<file path="src/rtl/ws2812_pkg.sv">
// Shared command codes, FSM state encoding and pixel type
// for the WS2812 strip sequencer.
package ws2812_pkg;

  localparam logic [1:0] CMD_NOP   = 2'b00;
  localparam logic [1:0] CMD_SEND  = 2'b01;
  localparam logic [1:0] CMD_RESET = 2'b10;

  typedef enum logic [1:0] {
    ST_IDLE  = 2'b00,
    ST_SEND  = 2'b01,
    ST_LATCH = 2'b10
  } state_t;

  typedef struct packed {
    logic [7:0] r;
    logic [7:0] g;
    logic [7:0] b;
  } rgb_t;

endpackage

</file>
<file path="src/rtl/ws2812_pixel_buffer.sv">
// Pixel colour store: one write port, one combinational
// read port, cleared by reset.
module ws2812_pixel_buffer #(
  parameter int NUM_PIXELS = 8,
  parameter int ADDR_W     = 3
) (
  input  logic              clk,
  input  logic              rst,
  input  logic              wr_en,
  input  logic [ADDR_W-1:0] wr_addr,
  input  logic [23:0]       wr_data,
  input  logic [ADDR_W-1:0] rd_addr,
  output logic [23:0]       rd_data
);

  localparam logic [ADDR_W:0] DEPTH = (ADDR_W+1)'(NUM_PIXELS);

  logic [23:0] mem [NUM_PIXELS];
  logic        wr_ok;
  logic        rd_ok;

  assign wr_ok = wr_en && ({1'b0, wr_addr} < DEPTH);
  assign rd_ok = {1'b0, rd_addr} < DEPTH;

  // Store in-range writes; out-of-range addresses are dropped
  always_ff @(posedge clk or posedge rst) begin
    if (rst) begin
      for (int i = 0; i < NUM_PIXELS; i++) begin
        mem[i] <= '0;
      end
    end else if (wr_ok) begin
      mem[wr_addr] <= wr_data;
    end
  end

  assign rd_data = rd_ok ? mem[rd_addr] : '0;

endmodule

</file>
<file path="src/rtl/ws2812_strip_sequencer.sv">
// Walks the pixel buffer and feeds SEND / RESET commands
// with colour data to a WS2812 rgb controller.
module ws2812_strip_sequencer
  import ws2812_pkg::*;
#(
  parameter int NUM_PIXELS = 8,
  parameter int ADDR_W     = 3
) (
  input  logic              clk,
  input  logic              rst,
  input  logic              wr_en,
  input  logic [ADDR_W-1:0] wr_addr,
  input  logic [23:0]       wr_data,
  input  logic [ADDR_W:0]   frame_len,
  input  logic              start,
  input  logic              continuous,
  output logic [1:0]        ctrl_cmd,
  output logic [7:0]        ctrl_r,
  output logic [7:0]        ctrl_g,
  output logic [7:0]        ctrl_b,
  input  logic              ctrl_cmd_req,
  output logic              busy,
  output logic              done
);

  localparam logic [ADDR_W:0] DEPTH = (ADDR_W+1)'(NUM_PIXELS);

  state_t            state;
  logic [ADDR_W-1:0] idx;
  logic [ADDR_W:0]   len;
  rgb_t              pix;
  logic [ADDR_W-1:0] rd_addr;
  logic [23:0]       rd_data;
  logic [ADDR_W:0]   len_cap;
  logic              last;

  // In SEND the next pixel is prefetched; otherwise pixel 0
  assign rd_addr = (state == ST_SEND) ? idx + 1'b1 : '0;

  assign len_cap = (frame_len > DEPTH) ? DEPTH : frame_len;
  assign last    = ({1'b0, idx} == len - 1'b1);

  ws2812_pixel_buffer #(
    .NUM_PIXELS (NUM_PIXELS),
    .ADDR_W     (ADDR_W)
  ) u_buf (
    .clk     (clk),
    .rst     (rst),
    .wr_en   (wr_en),
    .wr_addr (wr_addr),
    .wr_data (wr_data),
    .rd_addr (rd_addr),
    .rd_data (rd_data)
  );

  // Frame sequencing FSM with registered controller outputs
  always_ff @(posedge clk or posedge rst) begin
    if (rst) begin
      state    <= ST_IDLE;
      idx      <= '0;
      len      <= '0;
      pix      <= '0;
      ctrl_cmd <= CMD_NOP;
      busy     <= 1'b0;
      done     <= 1'b0;
    end else begin
      done <= 1'b0;
      unique case (state)
        ST_IDLE: begin
          if (start) begin
            len  <= len_cap;
            idx  <= '0;
            busy <= 1'b1;
            if (frame_len != '0) begin
              state    <= ST_SEND;
              ctrl_cmd <= CMD_SEND;
              pix      <= rgb_t'(rd_data);
            end else begin
              state    <= ST_LATCH;
              ctrl_cmd <= CMD_RESET;
            end
          end
        end
        ST_SEND: begin
          if (ctrl_cmd_req) begin
            if (last) begin
              state    <= ST_LATCH;
              ctrl_cmd <= CMD_RESET;
            end else begin
              idx <= idx + 1'b1;
              pix <= rgb_t'(rd_data);
            end
          end
        end
        ST_LATCH: begin
          if (ctrl_cmd_req) begin
            done <= 1'b1;
            if (continuous && len != '0) begin
              state    <= ST_SEND;
              ctrl_cmd <= CMD_SEND;
              idx      <= '0;
              pix      <= rgb_t'(rd_data);
            end else if (continuous) begin
              ctrl_cmd <= CMD_RESET;
            end else begin
              state    <= ST_IDLE;
              ctrl_cmd <= CMD_NOP;
              busy     <= 1'b0;
            end
          end
        end
        default: begin
          state    <= ST_IDLE;
          ctrl_cmd <= CMD_NOP;
          busy     <= 1'b0;
        end
      endcase
    end
  end

  assign ctrl_r = pix.r;
  assign ctrl_g = pix.g;
  assign ctrl_b = pix.b;

endmodule
</file>
<file path="config.mk">
export PLATFORM = sky130hd
export DESIGN_NAME = ws2812_strip_sequencer
export DESIGN_NICKNAME = d
export VERILOG_FILES = /design/src/rtl/ws2812_pkg.sv /design/src/rtl/ws2812_pixel_buffer.sv /design/src/rtl/ws2812_strip_sequencer.sv
export SDC_FILE = /design/constraint.sdc
export NUM_CORES = 1
export LEC_CHECK = 0
export CORE_MARGIN = 8
export CORE_UTILIZATION = 49
export CTS_CLUSTER_DIAMETER = 80
export DETAILED_ROUTE_END_ITERATION = 7
export PLACE_DENSITY_LB_ADDON = 0.2
export SYNTH_ARGS = -nofsm -noshare
export SYNTH_HDL_FRONTEND = slang
export SYNTH_SLANG_ARGS = --single-unit
</file>
<file path="constraint.sdc">
create_clock -name clk -period 9.3 [get_ports clk]
set_clock_uncertainty 0.05 [all_clocks]
set_input_delay 1.86 -clock clk [delete_from_list [all_inputs] [get_ports clk]]
set_output_delay 1.86 -clock clk [all_outputs]
set_load 0.01 [all_outputs]
</file>
# ---- After elaboration in Yosys (flattened, before gate mapping)
# Index checks and enable logic that the tools add are counted.
dict set report totals {
  regBits 229
  inputBits 37
  out_inout_bits 28
  wordCells 91
}
dict set report op_classes {
  n_addsub 2
  magnitude_cmp 4
  eq_ne 13
  mux 40
  bitwise 3
  n_reduce_logical 12
}
# operator count
set op_table {}
lappend op_table {{24-bit two-way mux} 9}
lappend op_table {{192-bit bitwise mux} 1}
lappend op_table {{24-bit binary-select mux with 3-bit select} 1}
lappend op_table {{24-bit demux with 3-bit select} 1}
lappend op_table {{24-bit one-hot mux with 3 select lines} 1}
lappend op_table {{2-bit two-way mux} 10}
lappend op_table {{3-bit two-way mux} 6}
lappend op_table {{2-bit != test (second input constant)} 9}
lappend op_table {{2-bit one-hot mux with 3 select lines} 2}
lappend op_table {{5-bit AND reduction} 2}
lappend op_table {{3-bit one-hot mux with 3 select lines} 1}
lappend op_table {{4-bit greater-or-equal comparator (second input constant)} 2}
lappend op_table {{3-bit inverter with 4-bit output} 2}
lappend op_table {{4-bit nonzero test} 2}
lappend op_table {{7-bit AND reduction} 1}
lappend op_table {{1-bit two-way mux} 6}
lappend op_table {{6-bit AND reduction} 1}
lappend op_table {{3-bit by 4-bit == test with 1-bit output} 1}
lappend op_table {{4-bit greater-than comparator (second input constant)} 1}
lappend op_table {{4-bit by 1-bit less-than comparator with 1-bit output (second input constant)} 1}
lappend op_table {{4-bit two-way mux} 1}
lappend op_table {{4-bit AND reduction} 1}
lappend op_table {{4-bit by 1-bit subtractor with 4-bit output (second input constant)} 1}
lappend op_table {{3-bit by 1-bit adder with 3-bit output (second input constant)} 1}
lappend op_table {{other kinds (9)} 10}

# ---- Longest topological paths before layout
# Gate-level depths: netlist of the first run.
dict set report depth {
  depth_word 9
  ltp_mapped 9
  depth_no_buf 7
}

# ---- Hierarchy
# A second synthesis of the first run with hierarchy kept.
dict set report unflattened {
  hier_cells 635
  area_unflattened_um2 10455.0
}
# module n_inst cells_per_inst area_each_um2 seq_area_each_um2
set modules_own_cells {}
lappend modules_own_cells {ws2812_pixel_buffer 1 501 8688.3 4804.6}
lappend modules_own_cells {ws2812_strip_sequencer 1 134 1766.7 925.9}

# ---- Worst setup path after synthesis of the first run
# Ideal clock, no wire load.
dict set report synth_path {
  path_kind {input to register}
  start {input port wr_addr[0]}
  end {register u_buf.mem[85] (netlist bit)}
  setup_ps 125
  t_arrival_ps 3495
  t_required_ps 9125
  setup_slack_ps 5631
  cell_stages 5
  path_buffers 2
  path_cell_list {clkbuf_1 nand2b_1 nor3b_1 clkbuf_1 mux2_2}
}
dict set report synth_via {
  elab_chain_len 6
  elab_cells_between_ends 7
  cone_classes {2 x order compare; 3 x mux; 1 x bitwise; 1 x reduce/logical}
}
# item line
set synth_lines {}
lappend synth_lines {{start: declaration} ws2812_strip_sequencer.sv:12} ;# input logic [ADDR_W-1:0] wr_addr,
lappend synth_lines {{3-bit inverter with 4-bit output (implied by the code) (*)} ws2812_pixel_buffer.sv:32} ;# mem[wr_addr] <= wr_data;
lappend synth_lines {{4-bit greater-or-equal comparator (implied by the code) / 4-bit by 1-bit less-than comparator with 1-bit output (equally long branches)} ws2812_pixel_buffer.sv:32}
lappend synth_lines {{1-bit logical AND (implied by the code)} ws2812_pixel_buffer.sv:32}
lappend synth_lines {{24-bit two-way mux (implied by the code)} ws2812_pixel_buffer.sv:32}
lappend synth_lines {{24-bit demux with 3-bit select (*)} ws2812_pixel_buffer.sv:32}
lappend synth_lines {{192-bit bitwise mux (*)} ws2812_pixel_buffer.sv:32}
lappend synth_lines {{end signal: indexed assignment} ws2812_pixel_buffer.sv:32}
lappend synth_lines {{end: declaration} ws2812_pixel_buffer.sv:18} ;# logic [23:0] mem [NUM_PIXELS];
# Mark *: on every way between the ends. The rest lies on a longest branch, timed or not.
# A chain may end at the register's enable or synchronous reset.

# ---- Worst setup path after layout of the first run
dict set report layout_path {
  start {input port frame_len[3]}
  end {register pix, in the netlist ctrl_r[3]}
}
dict set report layout_via {
  elab_chain_len 3
}
# item line
set layout_lines {}
lappend layout_lines {{start: declaration} ws2812_strip_sequencer.sv:14} ;# input logic [ADDR_W:0] frame_len,
lappend layout_lines {{4-bit nonzero test} ws2812_strip_sequencer.sv:74} ;# if (frame_len != '0) begin
lappend layout_lines {{2-bit != test (no line)} n/a}
lappend layout_lines {{7-bit AND reduction (no line)} n/a}
lappend layout_lines {{end signal: assignment} ws2812_strip_sequencer.sv:77} ;# pix <= rgb_t'(rd_data);
lappend layout_lines {{end signal: assignment} ws2812_strip_sequencer.sv:91} ;# pix <= rgb_t'(rd_data);
lappend layout_lines {{end signal: assignment} ws2812_strip_sequencer.sv:102} ;# pix <= rgb_t'(rd_data);
lappend layout_lines {{end: declaration} ws2812_strip_sequencer.sv:31} ;# rgb_t pix;
# Every way passes these cells.

==> results of run 1 <==
==> logic make-up after synthesis <==
group	after synthesis	share of synthesized area
muxes	311	0.3313
adders and majority gates	3	0.003553
xor gates and xnor gates	5	0.004856
AOI/OAI and AO/OA	93	0.05956
DFF	229	0.5423
buffers and inverters	58	0.02321
and+or+nand+nor	70	0.03517
==> placed cells by master (no fill, tap or decap), types with 6 or more instances in the layout <==
cell / netlist / layout
dfrtp_1: 229 / 228
mux2_2: 200 / 200
mux2i_1: 88 / 88
clkdlybuf4s50_1: 0 / 64
o21ai_0: 26 / 26
a21oi_1: 25 / 25
clkbuf_16: 0 / 25
a221oi_1: 23 / 23
nand3_1: 22 / 22
mux2_4: 20 / 20
buf_4: 0 / 18
nand2_1: 15 / 15
clkbuf_8: 0 / 8
nand2b_1: 7 / 7
inv_1: 7 / 6
nor2_1: 8 / 6
==> power by group through the flow <==
stage	logic (uW)	registers [uW]	clock network (uW)
after floorplan	1360	1420	0
after global placement	1850	1430	0
after detailed placement	1920	1450	0
after CTS	1930	1440	987
after global routing	2050	1470	1030
final	1910	1440	967
==> layout make-up <==
| class | instances | area, um^2 |
|---|---|---|
| Clock buffer | 38 | 754.5 |
| Clock inverter | 6 | 61.31 |
| Fill cell | 1644 | 8760 |
| Inverter | 7 | 33.78 |
| Multi-Input combinational cell | 482 | 4627 |
| Sequential cell | 229 | 5732 |
| Tap cell | 275 | 344.1 |
| Timing Repair Buffer | 82 | 775.7 |
==> metal layers <==
layer / global-route usage / up-vias
met5: 0 / -
met4: 0.05546 / 2
met1: 0.2561 / 3462
met3: 0.03337 / 44
li1: - / 2945
met2: 0.3191 / 150
==> critical path, cell delays in order <==
cell	delay (ps)
clkdlybuf4s50_1	520
or4_1	200
nor2_1	70
mux2_2	300
a211oi_4	200
buf_4	490
mux2_2	400
==> how the worst max path moves through the flow <==
stage	from	endpoint	slack, ps	depth (start not counted)
2_1_floorplan	rst	busy$_DFFE_PP0P_	1110	1
3_3_place_gp	rst	u_buf.mem[161]$_DFFE_PP0P_	5110	3
3_5_place_dp	rst	u_buf.mem[161]$_DFFE_PP0P_	4960	3
4_1_cts	rst	u_buf.mem[41]$_DFFE_PP0P_	5500	3
5_1_grt	rst	u_buf.mem[137]$_DFFE_PP0P_	5210	3
6_report	frame_len[3]	ctrl_r[3]$_DFFE_PP0P_	5580	7
==> cell usage after synthesis (4+ instances only) <==
cell / n / area share
dfrtp_1: 229 / 0.54
mux2i_1: 88 / 0.083
nand2_1: 15 / 0.0053
inv_1: 7 / 0.0025
a21oi_1: 25 / 0.012
mux2_2: 200 / 0.21
mux2_4: 20 / 0.028
nor3_1: 4 / 0.0019
buf_2: 10 / 0.0047
nor2_1: 8 / 0.0028
clkbuf_1: 37 / 0.013
nand3_1: 22 / 0.010
o21ai_0: 26 / 0.012
a221oi_1: 23 / 0.019
nand2b_1: 7 / 0.0041
==> flip-flops by register name, summed over array words and instances, names as in the netlist <==
signal and flops:
u_buf.mem 192, state 2, ctrl_r 8, ctrl_b 8, done 1, len 4, ctrl_g 8, busy 1
ctrl_cmd 2, idx 3
==> per-stage QoR <==
stage          std cells    util  setup WS, ps
3_3_place_gp        1075  0.5459          5106
4_1_cts             1119  0.5846          5504
6_report            1119  0.5846          5585
5_1_grt             1119  0.5846          5213
3_5_place_dp        1075  0.5459          4960
2_1_floorplan        769       -          1114
==> reports/metrics.yaml, run 1 <==
worstSetupPathType: "in -> reg"
n_antenna_cell: 0
syn2layout_area_growth_pct: 16.67
ys_seq_area_frac: 0.5423
worstPathMaxFanout: 24
grt_pass1_vias: 7435
final-hold-violation-count: 0
required_ps: 9640
numCtsBuffers: 25
core-area_um2: 21090
h-tree-depth: 1
dpl.hpwl_um: 14860
rsz0062_at_grt: "false"
antenna_left: 0
clock_sinks: 229
nets: 867
holdPathStages: 1
worstHoldPathType: "reg -> reg"
slew_headroom: 0.2124
end_kind: "flip-flop"
cts_hold_buf: 0
hold_path.startpoint: "u_buf.mem[56]$_DFFE_PP0P_"
slew_viol_final: 0
fmax_ghz: 0.2692
p_leak_uw: 0.005306
holdPathEnd: "u_buf.mem[56]$_DFFE_PP0P_"
drtPass1Iterations: 5
r2r_end: "ctrl_b[4]$_DFFE_PP0P_"
grt_pass1_wl_um: 40680
wl_met3_um: 1124
pwr-share-clk: 0.224
crit_arrival_ps: 4060
max-vdd-ir-drop_uv: 246.7
drive_gt1_frac: 0.3495
p_sw_uw: 1515
grt_util_all_layers: 0.1928
syn_inst: 769
place_congestion: 0.7856
critPathLaunchType: "input pin"
fin_crit_ps: 3715
maxCapViolCount: 0
start_util: 0.5011
synth-seq-cells: 229
overflow: 0
io_buffers: 64
cts_setup_buffers: 0
vias: 6603
met2WireLength_um: 12170
tightestPinTransition_ps: 1178
antenna_found_initial: 1
yosys_warnings: 0
clk_pin_slew_ps: 60
p_int_uw: 2799
r2r_slack_ps: 6300
netlist_area_um2: 10570
fin_setup_tns_ps: 0
synth_edf_count: 0
worstSkewPairLatency_ps: 510
async_reset_ff_frac: 1.000
m1WireLength_um: 11280
run_status: "finished, final reports clean"
cts_repair_resize_count: 0
drc: 0
finalPower_uw: 4314
combPwrFrac: 0.442
synth_cell_types: 44
power_density_nw_per_um2: 350.0
fin_area_um2: 12330
seqPwrFrac: 0.334
clk_path_buf_depth: 3
swShare: 0.3512
die_h_um: 162.8
place_area_um2: 11510
clockRootBuffer: "clkbuf_16"
grt_max_degree: 141
fin_crit_sh: 0.3995
first_iter_violations: 361
viasPerCell: 5.901
syn_avg_cell_area_um2: 13.74
cts_tree: "yes"
hold_slack_ps: 453.0
wl_per_cell_um: 22.48
rows: 53
worst-r2r-cell-count: 6
syn_nets: 809
wl_um: 25160
synth_ff_type: "dfrtp_1"
fp.dieW_um: 162.8
top_layer: "met5"
die_area_um2: 26520
final-setup-viol-count: 0
ioPinCount: 65
timing.rr.start: "idx[0]$_DFFE_PP0P_"
Note: power is estimated with default switching activity, not from simulation.
==> inputs of run 2 (changes only) <==
Clock period 9.3 ns to 3.88 ns, I/O delays scaled along.
==> reports/metrics.yaml, run 2 (synthesized netlist as in run 1, its figures left out) <==
clockRootBuffer: "clkbuf_16"
final-setup-viol-count: 0
cts_tree: "yes"
numCtsBuffers: 25
nets: 877
max-vdd-ir-drop_uv: 427.2
grt_max_degree: 91
worstSkewPairLatency_ps: 510
slew_viol_final: 0
clk_path_buf_depth: 3
cts_repair_resize_count: 0
pwr-share-clk: 0.224
core-area_um2: 21090
swShare: 0.3473
r2r_end: "ctrl_g[7]$_DFFE_PP0P_"
drive_gt1_frac: 0.3587
hold_path.startpoint: "u_buf.mem[78]$_DFFE_PP0P_"
clk_pin_slew_ps: 60
max_flop_register: "u_buf.mem"
p_int_uw: 6796
p_leak_uw: 0.005361
power_density_nw_per_um2: 837.0
worstSetupPathType: "reg -> reg"
viasPerCell: 5.840
p_sw_uw: 3617
holdPathStages: 1
ioPinCount: 65
fin_setup_tns_ps: 0
vias: 6593
rsz0062_at_grt: "false"
first_iter_violations: 369
largest_reg_flops: 192
cts_setup_buffers: 0
overflow: 0
h-tree-depth: 1
end_kind: "flip-flop"
layout.area.seq_um2: 5732
fmax_ghz: 0.3535
dpl.hpwl_um: 15160
crit_arrival_ps: 3160
cts_hold_buf: 0
place_congestion: 0.7684
worstPathMaxFanout: 24
fin_crit_ps: 2829
combPwrFrac: 0.442
die_area_um2: 26520
start_util: 0.5011
holdPathEnd: "u_buf.mem[78]$_DFFE_PP0P_"
tightestPinTransition_ps: 584.0
r2r_slack_ps: 1050
drc: 0
fin_crit_sh: 0.7290
grt_pass1_wl_um: 40550
worst-r2r-cell-count: 8
mostFrequentLayoutCell: "dfrtp_1"
grt_pass1_vias: 7176
final_cell_mix: "dfrtp_1, mux2_2, mux2i_1"
rows: 53
fillers: 1657
wl_per_cell_um: 21.92
finalPower_uw: 10410
grt_util_all_layers: 0.1913
multiInputGateArea_um2: 4627
antenna_found_initial: 1
timing.rr.start: "len[0]$_DFFE_PP0P_"
seqPwrFrac: 0.335
slew_headroom: 0.6099
antenna_left: 0
wl_um: 24750
fp.dieW_um: 162.8
final-hold-violation-count: 0
die_h_um: 162.8
critPathLaunchType: "flip-flop"
clock_sinks: 229
io_buffers: 64
worstHoldPathType: "reg -> reg"
required_ps: 4210
maxCapViolCount: 0
drtPass1Iterations: 6
run_status: "finished, final reports clean"
syn2layout_area_growth_pct: 17.74
run 2: layer usage:
layer  part of all wire  GRT usage
met1               0.45     0.2586
met3              0.050    0.02958
met4              0.018    0.05421
met5            0.00032          0
met2               0.48     0.3146
run 2: worst max path at each step:
| stage | from | end | slack (ps) | cells past startpoint |
|---|---|---|---|---|
| 2_1_floorplan | rst | busy$_DFFE_PP0P_ | 60 | 1 |
| 3_3_place_gp | continuous | ctrl_r[3]$_DFFE_PP0P_ | 810 | 7 |
| 3_5_place_dp | continuous | ctrl_r[4]$_DFFE_PP0P_ | 700 | 7 |
| 4_1_cts | len[0]$_DFFE_PP0P_ | ctrl_g[7]$_DFFE_PP0P_ | 1050 | 8 |
| 5_1_grt | len[0]$_DFFE_PP0P_ | ctrl_g[2]$_DFFE_PP0P_ | 950 | 8 |
| 6_report | len[0]$_DFFE_PP0P_ | ctrl_g[7]$_DFFE_PP0P_ | 1050 | 8 |
run 2: final cells by class:
cell class              instances  area share
repair buffers                 92     0.07141
flip-flops and latches        229      0.4607
well taps                     275     0.02766
multi-input cells             482      0.3719
clock buffers                  34     0.05783
clock inverters                 9    0.007845
inverters                       7    0.002414
diodes                          1   0.0002011
run 2: power groups by stage:
stage	registers (uW)	clock network, uW	logic, uW
CTS	3480	2380	4630
finish	3490	2330	4600
floorplan	3410	0	3260
detailed placement	3520	0	4600
global placement	3470	0	4490
global route	3570	2480	4950
run 2: metrics by stage:
stage	setup WS (ps)	std cells	hold slack (ps)	util	instance area, um^2
after floorplan	60.03	769	423.9	-	10570
after detailed placement	704.0	1085	433.6	0.5511	11620
final	1051	1129	452.5	0.5899	12440
after global placement	811.7	1085	426.4	0.5511	11620
after CTS	1050	1128	455.8	0.5898	12440
after global routing	953.0	1128	463.3	0.5898	12440
run 2: worst max-delay path, cell delays in order (launching register included):
cell and delay, ps:
dfrtp_1 420, inv_1 90, ha_1 210, xor2_1 160
or4b_4 510, a211oi_4 460, a211oi_4 110, buf_4 320
mux2_4 360
